## src/rtl/turn_input_conditioner_pkg.sv

```systemverilog
// Shared types and default parameters for the turn-switch input conditioner.
// The pairing FSM state encoding is defined here so it appears the same wherever it is used.
package turn_pkg;

    typedef enum logic [1:0] {
        IDLE   = 2'd0,
        PEND   = 2'd1,
        ACTIVE = 2'd2
    } cond_state_t;

    localparam int DEF_SYNC_STAGES     = 2;
    localparam int DEF_DEBOUNCE_CYCLES = 16;
    localparam int DEF_PAIR_WINDOW     = 8;
    localparam int DEF_TICK_DIV        = 4;

endpackage

```

## src/rtl/turn_input_conditioner_debounce_sync.sv

```systemverilog
// Synchroniser chain followed by a debounce filter for one raw switch input.
// The stable value only follows the synchronised input after DEBOUNCE_CYCLES of continuous disagreement.
module debounce_sync
    import turn_pkg::*;
#(
    parameter int SYNC_STAGES     = DEF_SYNC_STAGES,
    parameter int DEBOUNCE_CYCLES = DEF_DEBOUNCE_CYCLES
) (
    input  logic clk,
    input  logic reset,
    input  logic raw,
    output logic db
);

    localparam int CW = $clog2(DEBOUNCE_CYCLES);
    localparam logic [CW-1:0] CNT_LAST = CW'(DEBOUNCE_CYCLES - 1);

    logic [SYNC_STAGES-1:0] sync_q;
    logic                   sync_x;
    logic [CW-1:0]          cnt_q, cnt_d;
    logic                   db_q, db_d;

    always_ff @(posedge clk or posedge reset) begin
        if (reset) begin
            sync_q <= '0;
        end else begin
            sync_q <= {sync_q[SYNC_STAGES-2:0], raw};
        end
    end

    assign sync_x = sync_q[SYNC_STAGES-1];

    // A single agreeing cycle clears the count, so short bounce never reaches db.
    always_comb begin
        cnt_d = '0;
        db_d  = db_q;
        if (sync_x != db_q) begin
            if (cnt_q == CNT_LAST) begin
                db_d = sync_x;
            end else begin
                cnt_d = cnt_q + CW'(1);
            end
        end
    end

    always_ff @(posedge clk or posedge reset) begin
        if (reset) begin
            cnt_q <= '0;
            db_q  <= 1'b0;
        end else begin
            cnt_q <= cnt_d;
            db_q  <= db_d;
        end
    end

    assign db = db_q;

endmodule

```

## src/rtl/turn_input_conditioner.sv

```systemverilog
// Turn-switch front end: debounced left/right inputs, press pairing into hazard requests,
// and a free-running tick enable that paces the downstream tail-light sequencer.
module turn_input_conditioner
    import turn_pkg::*;
#(
    parameter int SYNC_STAGES     = DEF_SYNC_STAGES,
    parameter int DEBOUNCE_CYCLES = DEF_DEBOUNCE_CYCLES,
    parameter int PAIR_WINDOW     = DEF_PAIR_WINDOW,
    parameter int TICK_DIV        = DEF_TICK_DIV
) (
    input  logic clk,
    input  logic reset,
    input  logic left_raw,
    input  logic right_raw,
    output logic left_out,
    output logic right_out,
    output logic tick,
    output logic busy
);

    localparam int WW = (PAIR_WINDOW > 1) ? $clog2(PAIR_WINDOW) : 1;
    localparam int TW = $clog2(TICK_DIV);
    localparam logic [WW-1:0] WIN_LAST  = WW'(PAIR_WINDOW - 1);
    localparam logic [TW-1:0] TICK_LAST = TW'(TICK_DIV - 1);

    logic db_l, db_r;

    debounce_sync #(
        .SYNC_STAGES    (SYNC_STAGES),
        .DEBOUNCE_CYCLES(DEBOUNCE_CYCLES)
    ) u_db_left (
        .clk  (clk),
        .reset(reset),
        .raw  (left_raw),
        .db   (db_l)
    );

    debounce_sync #(
        .SYNC_STAGES    (SYNC_STAGES),
        .DEBOUNCE_CYCLES(DEBOUNCE_CYCLES)
    ) u_db_right (
        .clk  (clk),
        .reset(reset),
        .raw  (right_raw),
        .db   (db_r)
    );

    cond_state_t   state_q;
    logic [WW-1:0] win_cnt_q;
    logic          left_q, right_q, busy_q;

    // A lone press waits in PEND for its partner; outputs are only driven in ACTIVE.
    always_ff @(posedge clk or posedge reset) begin
        if (reset) begin
            state_q   <= IDLE;
            win_cnt_q <= '0;
            left_q    <= 1'b0;
            right_q   <= 1'b0;
            busy_q    <= 1'b0;
        end else begin
            case (state_q)
                IDLE: begin
                    left_q  <= 1'b0;
                    right_q <= 1'b0;
                    if (db_l && db_r) begin
                        state_q <= ACTIVE;
                        left_q  <= 1'b1;
                        right_q <= 1'b1;
                        busy_q  <= 1'b1;
                    end else if (db_l ^ db_r) begin
                        state_q   <= PEND;
                        win_cnt_q <= '0;
                        busy_q    <= 1'b1;
                    end else begin
                        busy_q <= 1'b0;
                    end
                end
                PEND: begin
                    win_cnt_q <= win_cnt_q + WW'(1);
                    if (db_l && db_r) begin
                        state_q <= ACTIVE;
                        left_q  <= 1'b1;
                        right_q <= 1'b1;
                    end else if (!db_l && !db_r) begin
                        state_q <= IDLE;
                        busy_q  <= 1'b0;
                    end else if (win_cnt_q == WIN_LAST) begin
                        state_q <= ACTIVE;
                        left_q  <= db_l;
                        right_q <= db_r;
                    end
                end
                ACTIVE: begin
                    if (!db_l && !db_r) begin
                        state_q <= IDLE;
                        left_q  <= 1'b0;
                        right_q <= 1'b0;
                        busy_q  <= 1'b0;
                    end else begin
                        left_q  <= db_l;
                        right_q <= db_r;
                    end
                end
                default: begin
                    state_q <= IDLE;
                    left_q  <= 1'b0;
                    right_q <= 1'b0;
                    busy_q  <= 1'b0;
                end
            endcase
        end
    end

    logic [TW-1:0] tick_cnt_q;
    logic          tick_q;

    always_ff @(posedge clk or posedge reset) begin
        if (reset) begin
            tick_cnt_q <= '0;
            tick_q     <= 1'b0;
        end else begin
            tick_cnt_q <= (tick_cnt_q == TICK_LAST) ? '0 : tick_cnt_q + TW'(1);
            tick_q     <= (tick_cnt_q == TICK_LAST);
        end
    end

    assign left_out  = left_q;
    assign right_out = right_q;
    assign busy      = busy_q;
    assign tick      = tick_q;

endmodule

```

## config.mk

```make
export PLATFORM = sky130hd
export DESIGN_NAME = turn_input_conditioner
export DESIGN_NICKNAME = d
export VERILOG_FILES = /design/src/rtl/turn_input_conditioner_pkg.sv /design/src/rtl/turn_input_conditioner_debounce_sync.sv /design/src/rtl/turn_input_conditioner.sv
export SDC_FILE = /design/constraint.sdc
export NUM_CORES = 1
export LEC_CHECK = 0
export CORE_MARGIN = 10
export CORE_UTILIZATION = 35
export CTS_CLUSTER_DIAMETER = 100
export DETAILED_ROUTE_END_ITERATION = 7
export SETUP_SLACK_MARGIN = 0.1
export SLEW_MARGIN = 20
export SYNTH_ARGS = -nofsm -noshare
export SYNTH_HDL_FRONTEND = slang
export SYNTH_HIERARCHICAL = 1
export SYNTH_SLANG_ARGS = --single-unit
```

## constraint.sdc

```tcl
create_clock -name clk -period 3.8 [get_ports clk]
set_input_delay 0.76 -clock clk [delete_from_list [all_inputs] [get_ports clk]]
set_output_delay 0.76 -clock clk [all_outputs]
set_load 0.02 [all_outputs]
```

## Word-level counts from Yosys, hierarchy flattened

Cells that the tools add are included.

| storage, ports and cells | value |
|---|---|
| logic and storage cells | 76 |
| output and inout port bits | 4 |
| input bits | 4 |
| flip-flop bits (word level) | 25 |

| cells by class | value |
|---|---|
| equal/unequal tests | 16 |
| mux-type cells | 31 |
| reductions and logical operators | 11 |
| add/subtract/negate cells | 4 |
| bitwise gates (word level) | 1 |

Operator list:

| operator | number |
|---|---|
| 2-to-1 mux 4 bit | 4 |
| 2-to-1 mux 2 bit | 7 |
| 2-to-1 mux 1 bit | 13 |
| inequality test 3 bit (second input constant) | 3 |
| case mux 1 bit (3 select lines) | 3 |
| adder 4 x 1 -> 4 bit (second input constant) | 2 |
| equality test 4 bit (second input constant) | 2 |
| inequality test 2 bit (second input constant) | 4 |
| 2-to-1 mux 3 bit | 2 |
| case mux 2 bit (3 select lines) | 1 |
| case mux 3 bit (2 select lines) | 1 |
| AND reduction 2 bit | 3 |
| AND reduction 3 bit | 2 |
| equality test 2 bit (second input constant) | 2 |
| inequality test 4 bit (second input constant) | 1 |
| adder 3 x 1 -> 3 bit (second input constant) | 1 |
| equality test 3 bit (second input constant) | 1 |
| adder 2 x 1 -> 2 bit (second input constant) | 1 |
| equality test 2 x 1 -> 1 bit (second input constant) | 1 |
| logical AND 1 bit | 2 |
| logical NOT 1 bit | 2 |
| logical NOT 2 bit | 1 |
| inequality test 1 bit | 2 |
| nonzero test 2 bit | 1 |
| bitwise XOR 1 bit | 1 |

## Logic depth before layout (Yosys ltp)

| logic depth | value |
|---|---|
| depth after elaboration | 5 |
| gate-level depth with buffers | 7 |
| depth with buffers taken out | 6 |

## Cells and area by module

The synthesis kept the hierarchy.

By module, submodules not included:

| module | area an instance (µm²) | cells each | times used | seq. area each (µm²) |
|---|---|---|---|---|
| turn_input_conditioner | 725.7 | 72 | 1 | 275.3 |
| debounce_sync | 275.3 | 19 | 2 | 175.2 |

## Worst setup path before layout

OpenSTA, ideal clock, no wires.

| timing | value |
|---|---|
| path kind | register to register |
| from | register win_cnt_q[0] |
| to | register state_q[0] |
| buffers on the path | 0 |
| arrival time | 1.221 ns |
| stages on the path, launching flop included | 6 |
| setup slack | 2.451 ns |
| period minus slack after synthesis | 1.349 ns |
| data required time | 3.671 ns |
| setup time | 0.129 ns |
| cells stage by stage | dfrtp_1 ha_1 ha_1 nand3b_1 a32oi_1 o21ai_0 |

| on the way | value |
|---|---|
| longest elaborated chain between the ends | 3 |

Ends and longest elaborated chain:

| what | RTL line | RTL |
|---|---|---|
| start, declared | turn_input_conditioner.sv:49 | `logic [WW-1:0] win_cnt_q;` |
| start signal, assigned | turn_input_conditioner.sv:79 | `win_cnt_q <= win_cnt_q + WW'(1);` |
| equality test 3 bit | turn_input_conditioner.sv:87 | `end else if (win_cnt_q == WIN_LAST) begin` |
| inequality test 4 bit (no source line) | n/a |  |
| AND reduction 3 bit (no source line) | n/a |  |
| end signal, assigned | turn_input_conditioner.sv:85 | `state_q <= IDLE;` |
| end signal, assigned | turn_input_conditioner.sv:88 | `state_q <= ACTIVE;` |
| end signal, assigned | turn_input_conditioner.sv:95 | `state_q <= IDLE;` |
| end, declared | turn_input_conditioner.sv:48 | `cond_state_t state_q;` |

Every way passes these cells.
A chain may end at the register's enable or synchronous reset.

## Worst setup path after layout

| timing | value |
|---|---|
| from | register busy_q, in the netlist busy |
| to | output port busy |

RTL lines:

| what | RTL line | RTL |
|---|---|---|
| start, declared | turn_input_conditioner.sv:50 | `logic left_q, right_q, busy_q;` |
| start signal, assigned | turn_input_conditioner.sv:59 | `busy_q <= 1'b0;` |
| start signal, assigned | turn_input_conditioner.sv:69 | `busy_q <= 1'b1;` |
| start signal, assigned | turn_input_conditioner.sv:73 | `busy_q <= 1'b1;` |
| end, declared | turn_input_conditioner.sv:18 | `output logic busy` |

No word-level cell between the ends.

==> results.cfg <==
[sta]
max_slew_margin_pct = 70.7
fin_skew_ns = 0.00407
rsz0062_at_grt = false
worst_hold_slack_ns = 0.353
slew_viol_final = 0
period_needed_ns = 1.99
setup_viol = 0
fmax_ghz = 0.503
tns_ns = 0
post-route-period-util_pct = 52.3
finalHoldViolations = 0
tightest_slew_ns = 0.439

[clocking]
cts_sinks = 25
h-tree-depth = 1
cts_buffer_depth = 2
clkSlewWorstSetupHoldPaths_ns = 0.08
post_cts_resized = 0
root_buffer = clkbuf_8
ctsHoldBuffers = 0
cts_setup_buffers = 0
clk_latency_ns = 0.26
cts_tree = yes
cts_inserted_buffers = 3

[floorplan]
chipHeight_um = 80.4
start_util_pct = 37.1
dieArea_sq_um = 6460
die_w_um = 80.4
core.rowCount = 21
core_area_sq_um = 3440
ios = 8

[critical_path]
ff2ff_setup_slack_ns = 2.25
startpoint = busy
setup.worst_path.class = reg -> out
cp_slowest_cell = clkdlybuf4s50_1
critPathRequiredTime_ns = 3.04
critPathMaxFanout = 2
path_delay_family = buffers and inverters
crit_arrival_ns = 1.23
rr_startpoint = u_db_right/db
slowest_delay_ns = 0.61
cp.buffers_inverters = 1
cp_cell_sequence = clkdlybuf4s50_1
reg2reg_depth = 6
worst_setup_path_end_kind = output port
reg2reg_to = win_cnt_q[2]
cp-start-kind = flip-flop

[yosys]
synth_seq_area_share_pct = 49.0
ys_warn_count = 6
synth-seq-cells = 25
syn-instance-count = 110
synth_nets = 128
synth_top_area_share_pct = 49.0
avgSynthCellArea_sq_um = 11.6
yosysUniqueCellTypes = 29
netlist_area_sq_um = 1280
netlist.top_cell.by_area = dfrtp_1
ys_top_cells_by_area = dfrtp_1 49%, ha_1 14%, o21ai_0 3.5%, a311oi_1 3.4%, xnor2_1 2.7%

[route]
via_per_inst = 4.95
wl_per_cell_um = 12.2
drt_wl_total_um = 2010
ant_nets = 0
drc_errors = 0
dr_total_vias = 817
drt_first_iter_violations = 37
dr.pass1.iters = 4

[hold_path]
worstHoldStart = u_db_right/sync_q[0]
hold_path_end = u_db_right/sync_q[1]
hold_path_class = reg -> reg
holdPathStages = 0

[power]
p_leak_nw = 0.665
peakVddDrop_uv = 319
power_density_nw_per_um2 = 325

[grt]
antenna_found_initial = 0
grt_use_total_pct = 6.70
grt_max_degree = 15
grt_pass1_wl_um = 3520
overflow = 0
grt_pass1_vias = 837

[finish]
n_antenna_cell = 0
seq_area_sq_um = 626
multiInputGateArea_sq_um = 598
postLayoutCoreUtil_pct = 41.6
num-nets-final = 138
drive_gt1_share_pct = 10.1
fillers = 320
areaGrowthSynthToFinish_pct = 12.2

[placement]
portBuffers = 7
dpl.hpwl_um = 1580
globalplace.congestion = 0.743

[flow_run]
drv_cap = 0

[status]
status = finished, final reports clean
[final cells by class]
type	instances	area share (%)
Clock inverter	1	0.350
Inverter	9	2.36
Sequential cell	25	43.7
Clock buffer	3	2.88
Tap cell	46	4.02
Timing Repair Buffer	7	4.90
Multi-Input combinational cell	74	41.8
[sequential cells by signal, indices dropped and copies added, names as in the netlist]
name,cells
u_db_left/db,1
u_db_left/sync_q,2
right_out,1
tick_cnt_q,2
state_q,2
u_db_right/db,1
tick,1
u_db_left/cnt_q,4
u_db_right/cnt_q,4
u_db_right/sync_q,2
busy,1
left_out,1
win_cnt_q,3
[cell usage after synthesis, drive strengths merged]
cell,count
ha,14
o31ai,1
dfrtp,25
a211oi,1
inv,9
a21o,4
nand3b,2
xor2,1
buf,2
o21ai,9
nor2,6
nand3,3
a311oi,5
mux2i,2
a32o,2
nor2b,3
a32oi,1
nand2,9
o221ai,1
mux2,2
xnor2,4
a21oi,1
a31oi,2
nand2b,1
[power breakdown]
part / switching (mW) / internal [mW]
Combinational: 0.0191 / 0.0152
Clock: 0.0761 / 0.0731
Sequential: 0.00752 / 0.274
Total: 0.103 / 0.362
[per-stage QoR]
step / worst slack (ns) / power, mW / cell area (sq um) / std cells
global placement: 2.11 / 0.320 / 1390 / 161
global route: 1.75 / 0.489 / 1430 / 165
finish: 1.81 / 0.465 / 1430 / 165
CTS: 1.79 / 0.474 / 1430 / 165
floorplan: 2.45 / 0.313 / 1280 / 110
detailed placement: 2.08 / 0.321 / 1390 / 161
[layer usage]
metal  vias to the layer above  GRT usage (%)  part of all wire [%]
met4                         0           1.58                  0.60
li1                        411              -                     -
met3                         2           2.67                   4.3
met2                        11           11.1                    47
met5                         -              0                     0
met1                       393           7.85                    48
[layout by cell type (no fill, tap or decap), types with 4 or more instances in the layout]
cell             instances
inv_1                    8
nand2_1                  8
a21o_1                   4
dfrtp_1                 25
clkdlybuf4s50_1          7
ha_1                    14
xnor2_1                  4
o21ai_0                  9
a311oi_1                 5
nor2_1                   6
[worst register-to-register path, cell delays in order, from the launching register on]
cell	delay, ns
dfrtp_1	0.48
inv_1	0.10
ha_1	0.32
nand2b_1	0.13
nand2_1	0.11
o21ai_0	0.09
a32o_1	0.22
[kinds of logic (layout without fill, tap and decap cells)]
group,after synthesis,in the layout,share of synthesized area [%]
multiplexers,4,4,3.92
flip-flops,25,25,49.0
AND/OR/NAND/NOR,24,24,9.90
AO/OA/AOI/OAI,27,27,15.9
adder cells (fa/ha/maj),14,14,13.7
XOR/XNOR,5,5,3.43
buffers and inverters,11,20,4.12
[how the worst max path moves through the flow]
stage                            end  slack [ns]  cells past startpoint
final                           busy        1.81                      1
after global routing            busy        1.75                      1
after CTS                       busy        1.79                      1
after detailed placement    left_out        2.08                      1
after global placement          busy        2.11                      1
after floorplan           state_q[0]        2.45                      5
Power figures use the tool's default switching activity.
